**config.mk**
```make
export PLATFORM = sky130hd
export DESIGN_NAME = pair_scheduler
export DESIGN_NICKNAME = d
export VERILOG_FILES = /design/src/rtl/pair_scheduler.sv
export SDC_FILE = /design/constraint.sdc
export NUM_CORES = 2
export LEC_CHECK = 0
export ABC_AREA = 1
export CORE_MARGIN = 3
export CORE_UTILIZATION = 55
export DETAILED_ROUTE_END_ITERATION = 12
export GPL_TIMING_DRIVEN = 0
export PLACE_DENSITY_LB_ADDON = 0.12
export SETUP_SLACK_MARGIN = 0.15
export SYNTH_ARGS = -nofsm -noshare
export SYNTH_HDL_FRONTEND = slang
export SYNTH_SLANG_ARGS = --single-unit
```
**constraint.sdc**
```tcl
create_clock -name clk -period 155.4 [get_ports clk]
set_input_delay 23.31 -clock clk [delete_from_list [all_inputs] [get_ports clk]]
set_output_delay 23.31 -clock clk [all_outputs]
set_load 0.01 [all_outputs]
```
**src/rtl/pair_scheduler.sv**
```systemverilog
// Operand-fetch sequencer for getAccl: walks every (i,j) body pair, drives the
// position/mass RAM read ports and carries a result tag matched to getAccl latency.
module pair_scheduler #(
  parameter int BODIES          = 512,
  parameter int DATA_WIDTH      = 64,
  parameter int BODY_ADDR_WIDTH = $clog2(BODIES),
  parameter int ACCEL_LATENCY   = 122
) (
  input  logic                       clk,
  input  logic                       rst,
  input  logic                       start,
  input  logic                       abort,
  input  logic [BODY_ADDR_WIDTH:0]   num_bodies,
  output logic                       busy,
  output logic                       done,
  output logic [BODY_ADDR_WIDTH-1:0] rd_addr_i,
  output logic [BODY_ADDR_WIDTH-1:0] rd_addr_j,
  input  logic [DATA_WIDTH-1:0]      rd_xi,
  input  logic [DATA_WIDTH-1:0]      rd_yi,
  input  logic [DATA_WIDTH-1:0]      rd_xj,
  input  logic [DATA_WIDTH-1:0]      rd_yj,
  input  logic [DATA_WIDTH-1:0]      rd_mj,
  output logic [DATA_WIDTH-1:0]      x1,
  output logic [DATA_WIDTH-1:0]      y1,
  output logic [DATA_WIDTH-1:0]      x2,
  output logic [DATA_WIDTH-1:0]      y2,
  output logic [DATA_WIDTH-1:0]      m2,
  output logic                       in_valid,
  output logic                       res_valid,
  output logic [BODY_ADDR_WIDTH-1:0] res_i,
  output logic                       res_first,
  output logic                       res_last
);

  typedef enum logic [1:0] {
    S_IDLE,
    S_ISSUE,
    S_DRAIN,
    S_DONE
  } state_t;

  localparam int CNT_W = (ACCEL_LATENCY < 1) ? 1 : $clog2(ACCEL_LATENCY + 1);
  localparam int TAG_W = BODY_ADDR_WIDTH + 3;
  localparam logic [CNT_W-1:0] DRAIN_LAST = CNT_W'(ACCEL_LATENCY);

  state_t state_q, state_d;

  logic [BODY_ADDR_WIDTH:0]   n_q, n_d;
  logic [BODY_ADDR_WIDTH-1:0] i_q, i_d;
  logic [BODY_ADDR_WIDTH-1:0] j_q, j_d;
  logic [CNT_W-1:0]           cnt_q, cnt_d;

  logic                       iss_valid_q, iss_valid_d;
  logic [BODY_ADDR_WIDTH-1:0] iss_i_q, iss_i_d;
  logic                       iss_first_q, iss_first_d;
  logic                       iss_last_q, iss_last_d;

  logic [TAG_W-1:0] pipe_q [ACCEL_LATENCY];
  logic [TAG_W-1:0] pipe_d [ACCEL_LATENCY];
  logic [TAG_W-1:0] tag_out;

  logic [BODY_ADDR_WIDTH:0] n_m1, n_m2, i_ext, j_ext;
  logic row_end, last_pair, av, first_flag, last_flag;

  // Pair-walk helpers; first/last skip over the self pair of the row.
  always_comb begin
    n_m1       = n_q - 1'b1;
    n_m2       = n_q - 2'd2;
    i_ext      = {1'b0, i_q};
    j_ext      = {1'b0, j_q};
    row_end    = (j_ext == n_m1);
    last_pair  = row_end && (i_ext == n_m1);
    av         = (state_q == S_ISSUE) && (i_q != j_q);
    first_flag = (i_q == '0) ? (j_q == BODY_ADDR_WIDTH'(1)) : (j_q == '0);
    last_flag  = (i_ext == n_m1) ? (j_ext == n_m2) : (j_ext == n_m1);
  end

  always_ff @(posedge clk or posedge rst) begin
    if (rst) begin
      state_q <= S_IDLE;
    end else begin
      state_q <= state_d;
    end
  end

  always_comb begin
    state_d = state_q;
    if (abort) begin
      state_d = S_IDLE;
    end else begin
      case (state_q)
        S_IDLE:  if (start) state_d = (num_bodies == '0) ? S_DRAIN : S_ISSUE;
        S_ISSUE: if (last_pair) state_d = S_DRAIN;
        S_DRAIN: if (cnt_q == DRAIN_LAST) state_d = S_DONE;
        S_DONE:  state_d = S_IDLE;
        default: state_d = S_IDLE;
      endcase
    end
  end

  always_comb begin
    n_d   = n_q;
    i_d   = i_q;
    j_d   = j_q;
    cnt_d = cnt_q;
    if (abort) begin
      i_d   = '0;
      j_d   = '0;
      cnt_d = '0;
    end else begin
      case (state_q)
        S_IDLE: begin
          if (start) begin
            n_d   = num_bodies;
            i_d   = '0;
            j_d   = '0;
            cnt_d = '0;
          end
        end
        S_ISSUE: begin
          if (row_end) begin
            j_d = '0;
            i_d = last_pair ? '0 : i_q + 1'b1;
          end else begin
            j_d = j_q + 1'b1;
          end
        end
        S_DRAIN: if (cnt_q != DRAIN_LAST) cnt_d = cnt_q + 1'b1;
        default: ;
      endcase
    end
  end

  // Tag fields are zeroed on bubbles so res_* read 0 whenever res_valid is low.
  always_comb begin
    iss_valid_d = av && !abort;
    iss_i_d     = iss_valid_d ? i_q : '0;
    iss_first_d = iss_valid_d && first_flag;
    iss_last_d  = iss_valid_d && last_flag;
    for (int unsigned k = 0; k < ACCEL_LATENCY; k++) begin
      pipe_d[k] = '0;
    end
    if (!abort) begin
      pipe_d[0] = {iss_valid_q, iss_i_q, iss_first_q, iss_last_q};
      for (int unsigned k = 1; k < ACCEL_LATENCY; k++) begin
        pipe_d[k] = pipe_q[k-1];
      end
    end
  end

  always_ff @(posedge clk or posedge rst) begin
    if (rst) begin
      n_q         <= '0;
      i_q         <= '0;
      j_q         <= '0;
      cnt_q       <= '0;
      iss_valid_q <= 1'b0;
      iss_i_q     <= '0;
      iss_first_q <= 1'b0;
      iss_last_q  <= 1'b0;
      for (int unsigned k = 0; k < ACCEL_LATENCY; k++) begin
        pipe_q[k] <= '0;
      end
    end else begin
      n_q         <= n_d;
      i_q         <= i_d;
      j_q         <= j_d;
      cnt_q       <= cnt_d;
      iss_valid_q <= iss_valid_d;
      iss_i_q     <= iss_i_d;
      iss_first_q <= iss_first_d;
      iss_last_q  <= iss_last_d;
      for (int unsigned k = 0; k < ACCEL_LATENCY; k++) begin
        pipe_q[k] <= pipe_d[k];
      end
    end
  end

  always_comb begin
    tag_out   = pipe_q[ACCEL_LATENCY-1];
    busy      = (state_q != S_IDLE);
    done      = (state_q == S_DONE);
    rd_addr_i = i_q;
    rd_addr_j = j_q;
    in_valid  = iss_valid_q;
    x1        = rd_xi;
    y1        = rd_yi;
    x2        = rd_xj;
    y2        = rd_yj;
    m2        = rd_mj;
    res_valid = tag_out[TAG_W-1];
    res_i     = tag_out[TAG_W-2:2];
    res_first = tag_out[1];
    res_last  = tag_out[0];
  end

endmodule
```
==> impl_results.md <==
- Pins Over Slew Limit: 0
- Max H-tree Level: 4
- Worst setup SP type: primary input
- Antenna Nets Post-Route: 0
- Setup TNS Final: 0 ns
- Via count of the first global-routing pass: 32118
- First-pass GRT wire length: 164.5 mm
- Largest fanout on the critical path: 1
- Starting Density: 55.65%
- Maxcap violations: 0
- Worst path buffer plus inverter count: 2
- Synthesized flop and latch total: roughly 1500
- Worst slew pin tran: between 1 and 1.5 ns
- Cts repair resizes: 0
- Clock Skew: 0.01692 ns
- Vias/cell: 4.326
- Worst skew pair latency: just over 0.7 ns
- GRT Util Overall: about a fifth
- Fin Hold WS: 0.4424 ns
- Seq/Total Area, Yosys: between 70% and 80%
- Largest net degree at the start of global routing: 139
- DRC violations left: 0
- Worst EP required: 132.09 ns
- RSZ-0062 raised after global routing: false
- Core area: 0.09699 mm²
- Placement Cell Area: 0.05959 mm²
- Commonest non-fill, non-tap cell in the layout: inv_1
- Slew HR: about 17%
- Drt first pass iters: 5
- Sink Count: 1513
- Crit Path Category: primary input to primary output
- Placed insts: 6981
- FF/Latch Area: about 0.038 mm²
- GP Congestion: 0.8963
- Die area: 0.1019 mm²
- Setup bufs post-CTS: 0
- CP max-delay cell: clkdlybuf4s50_1
- Fin crit share: a little under a third
- DR WL/cell: 13.75 µm
- Initial antenna violation count: 5
- Ys Warns: 0
- Hold Violations, Final: 0
- Mapped Avg Cell Area: just over 10 µm²
- Hold-fix buffers, CTS: 0
- Layout Cells excl Fill: between 7000 and 8000
- Initial DRC Count: around 2000
- Crit path cell chain: buf_4 > clkdlybuf4s50_1
- Via count: 31335
- Top cell type's share of synthesized area: 70.15%
- CP arrival: 24.06 ns
- Clk pin slew, worst setup/hold paths: 0.06 ns
- Die Height: 319.3 µm
- Leading post-synthesis cells by cell area: dfrtp_1, inv_1, nor2_1
- Netlist cell types: 37
- CTS tree: built
- Layout cells sized above 1: around a tenth
- Outcome: finished clean
- DRT Wirelength: 99.59 mm
- Fin crit period: 47.37 ns
- VDD IR max: 8.731 µV
- Row cnt: ~110
- CTS Buffer Depth: 3
- CP Launch Point: rd_yj[57]
- Final setup violating endpoints: 0
- Most frequent cells in the layout: inv_1, nor2_1, dfrtp_1, clkdlybuf4s50_1, buf_4
- Synth area leader: dfrtp_1
- CP max stage delay: 0.67 ns
- Synth Net Count: 5674
- Top Ports: 687
- CTS Buf Count: around 150
- Mapped Cells: 5327
- HP Start: pipe_q[524]
- RR Startpoint: n_q[1]
- Nets: 6202
- Overall die width: between 300 and 400 µm
- Pwr Density: 12.49 mW/mm²
- CP delay by family, top: buffers and inverters
- Fin area: 0.06432 mm²
- Detail Placement HPWL: 68.77 mm
- IO buf count: between 300 and 400
- Critical path capture point type: primary output
- Grt total ovfl: 0
- LEAKAGE: 31.42 nW
- Max Fclk: 21.11 MHz
- Clock Root Buffer: clkbuf_16
- Syn Std Cell Area: ~0.054 mm²
- Area of the multi-input gates: about 0.0072 mm²
- Synth-to-layout area growth: 19.17%
- Hold crit path type: flip-flop to flip-flop
- Fillers: 7433
[cells in the mapped netlist (all sizes together)]
| cell type | count |
|---|---|
| and3b | 1 |
| nor3 | 13 |
| nor3b | 1 |
| o221ai | 1 |
| xor2 | 14 |
| xnor2 | 10 |
| a221oi | 1 |
| and3 | 2 |
| clkbuf | 166 |
| o2111a | 1 |
| nand3 | 26 |
| or2 | 1 |
| ha | 13 |
| o22ai | 6 |
| o21ai | 26 |
| dfrtp | 1513 |
| nor2 | 1527 |
| inv | 1535 |
| nor4 | 2 |
| mux2 | 2 |
| a211oi | 3 |
| nand4 | 11 |
| nand2 | 100 |
| buf | 334 |
| a21oi | 17 |
| o211ai | 1 |
[logic make-up after synthesis]
kind of cell	count (synthesis)	synth area share, %
AO/OA/AOI/OAI	56	0.5772
XOR/XNOR	24	0.3894
adder cells (fa/ha/maj)	13	0.3014
buffers and inverters	2035	16.47
flip-flops	1513	70.15
multiplexers	2	0.04172
AND/OR/NAND/NOR	1684	12.07
[power by group]
part | switching [mW] | total, mW | leakage (nW) | internal (mW)
logic | 0.0361 | 0.0603 | 7.98 | 0.0242
registers | 0.00338 | 0.399 | 21.1 | 0.396
clock network | 0.143 | 0.344 | 2.31 | 0.201
total | 0.183 | 0.804 | 31.4 | 0.621
[registers in the layout, indices dropped and copies added (netlist names)]
register and cells:
tag_out 12, iss_i_q 9, cnt_q 7, iss_first_q 1, in_valid 1, state_q 2
rd_addr_j 9, pipe_q 1452, iss_last_q 1, rd_addr_i 9, n_q 10
[path summary, 6_finish.rpt]
path                       depth (start not counted)            to  slack, ns
max in group asynchronous                          7  pipe_q[1191]     129.25
max reg2reg                                       14  rd_addr_i[2]     152.78
min                                                2   pipe_q[512]       0.44
min reg2reg                                        2   pipe_q[512]       0.44
min in group asynchronous                          2   pipe_q[481]      23.14
max                                                2        y2[57]     108.03
[per-stage QoR]
| stage | util, % | setup slack [ns] | power [mW] |
|---|---|---|---|
| after global placement | 61.06 | 74.91 | 0.4673 |
| after detailed placement | 61.44 | 107.99 | 0.4675 |
| after floorplan | - | 89.41 | 0.4463 |
| after CTS | 66.31 | 107.99 | 0.8138 |
| after global routing | 66.31 | 108.00 | 0.8369 |
| final | 66.32 | 108.03 | 0.8036 |
[routing by layer]
layer  global-route usage, %  up-vias  routed length (µm)
li1                        -    15345                   -
met1                   28.47    15257               45710
met2                   31.88      572               46780
met3                   4.328      159                4854
met4                   5.915        2                2232
met5                       0        -                  19
[area by class of cell]
| type | instances | share of cell area (%) |
|---|---|---|
| antenna | 2 | 0.007781 |
| tap | 1276 | 2.482 |
| timing repair buffer | 378 | 6.236 |
| clock buffer | 232 | 6.880 |
| inverter | 1535 | 8.969 |
| sequential | 1513 | 58.86 |
| buffer | 500 | 4.865 |
| clock inverter | 28 | 0.4688 |
| multi-input combinational | 1779 | 11.23 |
(Power assumes the default switching activity.)
